[src/rtl/spi_pkg.sv]
// Shared types and constants for the SPI command sequencer.
package spi_pkg;

    localparam int DIV_DEFAULT       = 20;
    localparam int GAP_TICKS_DEFAULT = 4;
    localparam int NUM_CMDS_DEFAULT  = 3;

    typedef enum logic [2:0] {
        IDLE   = 3'd0,
        SELECT = 3'd1,
        XFER   = 3'd2,
        GAP    = 3'd3,
        RECV   = 3'd4
    } state_t;

    // Bytes per command, indexed by data_select: [0]=3, [1]=3, [2]=2, [3]=3.
    localparam logic [3:0][2:0] CMD_SIZE = {3'd3, 3'd2, 3'd3, 3'd3};

endpackage

[src/rtl/spi_sclk_gen.sv]
// SCLK divider: half-period counter toggling sclk, with a one-cycle pulse on each rising edge.
module spi_sclk_gen #(
    parameter int DIV = 20
) (
    input  logic clk,
    input  logic rst_n,
    output logic sclk,
    output logic sclk_rise
);

    localparam int HALF = DIV / 2;
    localparam int CW   = (HALF > 1) ? $clog2(HALF) : 1;

    logic [CW-1:0] div_cnt;

    // Count half periods; toggle sclk at wrap and flag the 0->1 toggle.
    always_ff @(posedge clk or negedge rst_n) begin
        if (!rst_n) begin
            div_cnt   <= '0;
            sclk      <= 1'b0;
            sclk_rise <= 1'b0;
        end else begin
            sclk_rise <= 1'b0;
            if (div_cnt == CW'(HALF - 1)) begin
                div_cnt   <= '0;
                sclk      <= ~sclk;
                sclk_rise <= ~sclk;
            end else begin
                div_cnt <= div_cnt + 1'b1;
            end
        end
    end

endmodule

[src/rtl/spi_cmd_sequencer.sv]
// SPI master control: steps through the fixed write commands, then parks in receive.
module spi_cmd_sequencer
    import spi_pkg::*;
#(
    parameter int DIV       = DIV_DEFAULT,
    parameter int GAP_TICKS = GAP_TICKS_DEFAULT,
    parameter int NUM_CMDS  = NUM_CMDS_DEFAULT
) (
    input  logic       clk,
    input  logic       power_btn,
    output logic       sclk,
    output logic       sclk_rise,
    output logic       cs,
    output logic [1:0] data_select,
    output logic       transfer,
    output logic       receive,
    output logic [1:0] byte_count,
    output logic       done
);

    state_t      state_q, state_d;
    logic [2:0]  bit_cnt_q, bit_cnt_d;
    logic [7:0]  gap_cnt_q, gap_cnt_d;
    logic [1:0]  byte_count_d;
    logic [1:0]  data_select_d;
    logic        cs_d, transfer_d, receive_d, done_d;

    spi_sclk_gen #(.DIV(DIV)) u_sclk_gen (
        .clk       (clk),
        .rst_n     (power_btn),
        .sclk      (sclk),
        .sclk_rise (sclk_rise)
    );

    // State and registered outputs; everything advances only on an SCLK rising tick.
    always_ff @(posedge clk or negedge power_btn) begin
        if (!power_btn) begin
            state_q     <= IDLE;
            bit_cnt_q   <= '0;
            gap_cnt_q   <= '0;
            byte_count  <= '0;
            data_select <= '0;
            cs          <= 1'b1;
            transfer    <= 1'b0;
            receive     <= 1'b0;
            done        <= 1'b0;
        end else if (sclk_rise) begin
            state_q     <= state_d;
            bit_cnt_q   <= bit_cnt_d;
            gap_cnt_q   <= gap_cnt_d;
            byte_count  <= byte_count_d;
            data_select <= data_select_d;
            cs          <= cs_d;
            transfer    <= transfer_d;
            receive     <= receive_d;
            done        <= done_d;
        end
    end

    // Next-state and counter logic; outputs are decoded from the next state so they register with it.
    always_comb begin
        state_d       = state_q;
        bit_cnt_d     = bit_cnt_q;
        gap_cnt_d     = gap_cnt_q;
        byte_count_d  = byte_count;
        data_select_d = data_select;
        done_d        = 1'b0;

        case (state_q)
            IDLE: begin
                data_select_d = 2'd1;
                state_d       = SELECT;
            end
            SELECT: begin
                bit_cnt_d    = '0;
                byte_count_d = '0;
                state_d      = XFER;
            end
            XFER: begin
                if (bit_cnt_q == 3'd7) begin
                    bit_cnt_d    = '0;
                    byte_count_d = byte_count + 2'd1;
                    // Size check uses a 3-bit sum so the last byte is caught before byte_count could wrap.
                    if (({1'b0, byte_count} + 3'd1) == CMD_SIZE[data_select]) begin
                        done_d  = 1'b1;
                        state_d = GAP;
                    end
                end else begin
                    bit_cnt_d = bit_cnt_q + 3'd1;
                end
            end
            GAP: begin
                if (gap_cnt_q == 8'(GAP_TICKS - 1)) begin
                    gap_cnt_d = '0;
                    if (data_select < 2'(NUM_CMDS)) begin
                        data_select_d = data_select + 2'd1;
                        state_d       = SELECT;
                    end else begin
                        state_d = RECV;
                    end
                end else begin
                    gap_cnt_d = gap_cnt_q + 8'd1;
                end
            end
            RECV: begin
                state_d = RECV;
            end
            default: begin
                state_d = IDLE;
            end
        endcase

        cs_d       = !((state_d == SELECT) || (state_d == XFER) || (state_d == RECV));
        transfer_d = (state_d == XFER);
        receive_d  = (state_d == RECV);
    end

endmodule

[config.mk]
export PLATFORM = sky130hd
export DESIGN_NAME = spi_cmd_sequencer
export DESIGN_NICKNAME = d
export VERILOG_FILES = /design/src/rtl/spi_pkg.sv /design/src/rtl/spi_sclk_gen.sv /design/src/rtl/spi_cmd_sequencer.sv
export SDC_FILE = /design/constraint.sdc
export NUM_CORES = 1
export LEC_CHECK = 0
export ABC_AREA = 1
export CORE_MARGIN = 2
export CORE_UTILIZATION = 45
export DETAILED_ROUTE_END_ITERATION = 7
export SLEW_MARGIN = 20
export SYNTH_ARGS = -nofsm -noshare
export SYNTH_HDL_FRONTEND = slang
export SYNTH_SLANG_ARGS = --single-unit
[constraint.sdc]
create_clock -name clk -period 2.1 [get_ports clk]
set_input_delay 0.315 -clock clk [delete_from_list [all_inputs] [get_ports clk]]
set_output_delay 0.315 -clock clk [all_outputs]
set_load 0.005 [all_outputs]
==> impl_metrics.yaml <==
outcome:
  status: "completed"
placed_design:
  gp_congestion: 0.773
  placed_area_um2: 1630
  dpl.hpwl_um: 1940
  portBuffers: 11
clock_tree:
  cts_tree: "yes"
  post_cts_resized: 0
  root_buffer: "clkbuf_4"
  clkTransAtPathRegs_ns: 0.16
  worstSkewPairLatency_ns: 0.33
  cts-hold-fix-buffers: 0
  cts_sinks: 28
  clk_path_buf_depth: 2
  post_cts_buffers: 0
  htreeDepth: 1
  cts_buffers: 3
timing:
  finalSetupTns_ns: 0
  finalSetupViolCount: 0
  drv_slew: 0
  slew_headroom_pct: 73.8
  max_freq_ghz: 0.546
  fin_crit_sh_pct: 87.3
  finClkSkew_ns: 0.00131
  rsz0062_at_grt: "false"
  worst_pin_slew_ns: 0.393
  final_period_minus_worst_setup_slack_ns: 1.83
  hold_violations: 0
detailed_routing:
  drc: 0
  vias: 1094
  wl_per_cell_um: 11.0
  viasPerCell: 4.82
  wirelength_um: 2490
  first_pass_iters: 4
  final_antenna_net_count: 0
  drt_iter0_markers: 50
cells_and_area:
  antenna_cells: 0
  fillers: 308
  drive_above_1_share_pct: 10.4
  synthToLayoutAreaGrowth_pct: 15.0
  design_area_um2: 1680
  layout_common_cells: "nand2_1 (39), dfrtp_1 (27), inv_1 (21)"
  fin_nets: 192
  layout_commonest_cell: "nand2_1"
global_routing:
  grt_max_degree: 29
  grt-ovfl-total: 0
  grt_pass1_wl_um: 4370
  antenna_found_initial: 0
  grt_usage_pct: 15.6
  grt_pass1_vias: 1029
power_and_ir_drop:
  p_per_area_nw_per_um2: 540
  ir_drop_uv: 266
  leakage_nw: 0.865
worst_setup_path:
  critical_path_class: "reg2out"
  cp-start-kind: "flop"
  critPathCaptureType: "primary output"
  path_max_fanout: 11
  critical_path.top_delay_family: "flip-flops"
  cp.arrival_ns: 1.52
  crit_path_max_incr_delay_ns: 0.61
  path_buf_inv: 1
  cpMaxStageDelayCell: "dfrtp_1"
  required_ns: 1.78
  path_cells: "clkdlybuf4s50_1"
floorplanning:
  row_count: 20
  die_x_um: 61.0
  core_um2: 3080
  io_pins: 12
  initial_core_util_pct: 47.6
  die_h_um: 61.0
  fp.dieArea_um2: 3730
job:
  drv_cap: 0
synthesis:
  synth_top_area_share_pct: 46.2
  syn_nets: 176
  yosysTopAreaCell: "dfrtp_1"
  yosys_warnings: 0
  syn_area_per_cell_um2: 8.71
  synth.distinct_cells: 32
  synth-seq-cells: 28
  netlist_area_um2: 1460
  syn_inst: 168
  yosys-top-cells-area: "dfrtp_1 (46%), nand2_1 (10%), inv_1 (5.4%)"
  ys_seq_area_share_pct: 47.9
hold_path:
  hold_class: "in2async"
## layer usage
layer	routed length, um	track usage (%)
met1	1160	20.1
met3	69	2.52
met5	0	0
met4	16	5.59
met2	1250	26.6
## logic make-up (layout without fill, tap and decap cells)
kind of cell	after synthesis	after routing	synth area share (%)
compound gates	22	22	8.46
xor+xnor	7	7	4.19
fa+ha+maj	6	6	5.13
buf+inv	24	39	6.24
flops	28	28	47.9
mux	1	1	0.769
simple gates	80	80	27.3
## final cells by class
class	instances	area (um^2)	share of cell area (%)
Clock buffer	3	22.5	1.34
Clock inverter	1	30.0	1.78
Inverter	23	86.3	5.13
Multi-Input combinational cell	116	671	39.8
Sequential cell	28	702	41.7
Tap cell	44	55.1	3.27
Timing Repair Buffer	12	118	6.98
## synthesized netlist by cell type
cell type,number
o21bai_1,1
nor3_1,1
or2_2,1
dfstp_2,1
inv_1,21
nor4_2,1
ha_1,6
nor2_2,2
xnor2_1,2
o21ai_1,3
mux2_1,1
o21a_1,2
inv_2,2
dfrtp_1,27
nor3b_1,1
nand3_2,1
o2111ai_1,1
nand2_2,1
nor3_4,1
o211ai_1,1
nand2_1,39
nor2_4,1
nand2_4,1
a21oi_1,2
nor2_1,17
o21ai_0,12
or2_0,1
nand3_1,10
xor2_1,5
nor4_4,1
nand4_2,1
buf_2,1
## through the flow
step / power, mW / std cells / setup slack (ns) / hold slack [ns] / utilization [%]
floorplan: 0.550 / 168 / 0.714 / 0.0194 / -
global placement: 0.563 / 223 / 0.558 / 0.451 / 53.0
detailed placement: 0.564 / 223 / 0.552 / 0.467 / 53.0
CTS: 0.921 / 227 / 0.240 / 0.348 / 54.7
global route: 0.948 / 227 / 0.183 / 0.362 / 54.7
finish: 0.909 / 227 / 0.268 / 0.341 / 54.7
## flip-flops by register name, summed over array words and instances, names as in the netlist, 2 cells and up
| register | cells |
|---|---|
| state_q | 3 |
| u_sclk_gen.div_cnt | 4 |
| gap_cnt_q | 8 |
| byte_count | 2 |
| data_select | 2 |
| bit_cnt_q | 3 |
## report_power, final
group / switching, mW / total (mW) / internal (mW)
clock: 0.164 / 0.357 / 0.193
sequential: 0 / 0.540 / 0.540
combinational: 0.0103 / 0.0131 / 0.00284
total: 0.174 / 0.909 / 0.735
## worst paths after layout
path | start | endpoint | slack (ns) | cells after the start
worst max-delay path | u_sclk_gen.sclk_rise$_DFF_PN0_ | sclk_rise | 0.27 | 1
worst min-delay path | power_btn | state_q[1]$_DFFE_PN0P_ | 0.34 | 2
worst max register to register | state_q[1]$_DFFE_PN0P_ | byte_count[1]$_DFFE_PN0P_ | 0.52 | 6
worst min register to register | u_sclk_gen.sclk$_DFFE_PN0N_ | u_sclk_gen.sclk_rise$_DFF_PN0_ | 0.48 | 1
max in group asynchronous | power_btn | cs$_DFFE_PN1P_ | 1.46 | 2
min in group clk | u_sclk_gen.sclk$_DFFE_PN0N_ | u_sclk_gen.sclk_rise$_DFF_PN0_ | 0.48 | 1
Note: power is estimated with default switching activity, not from simulation.
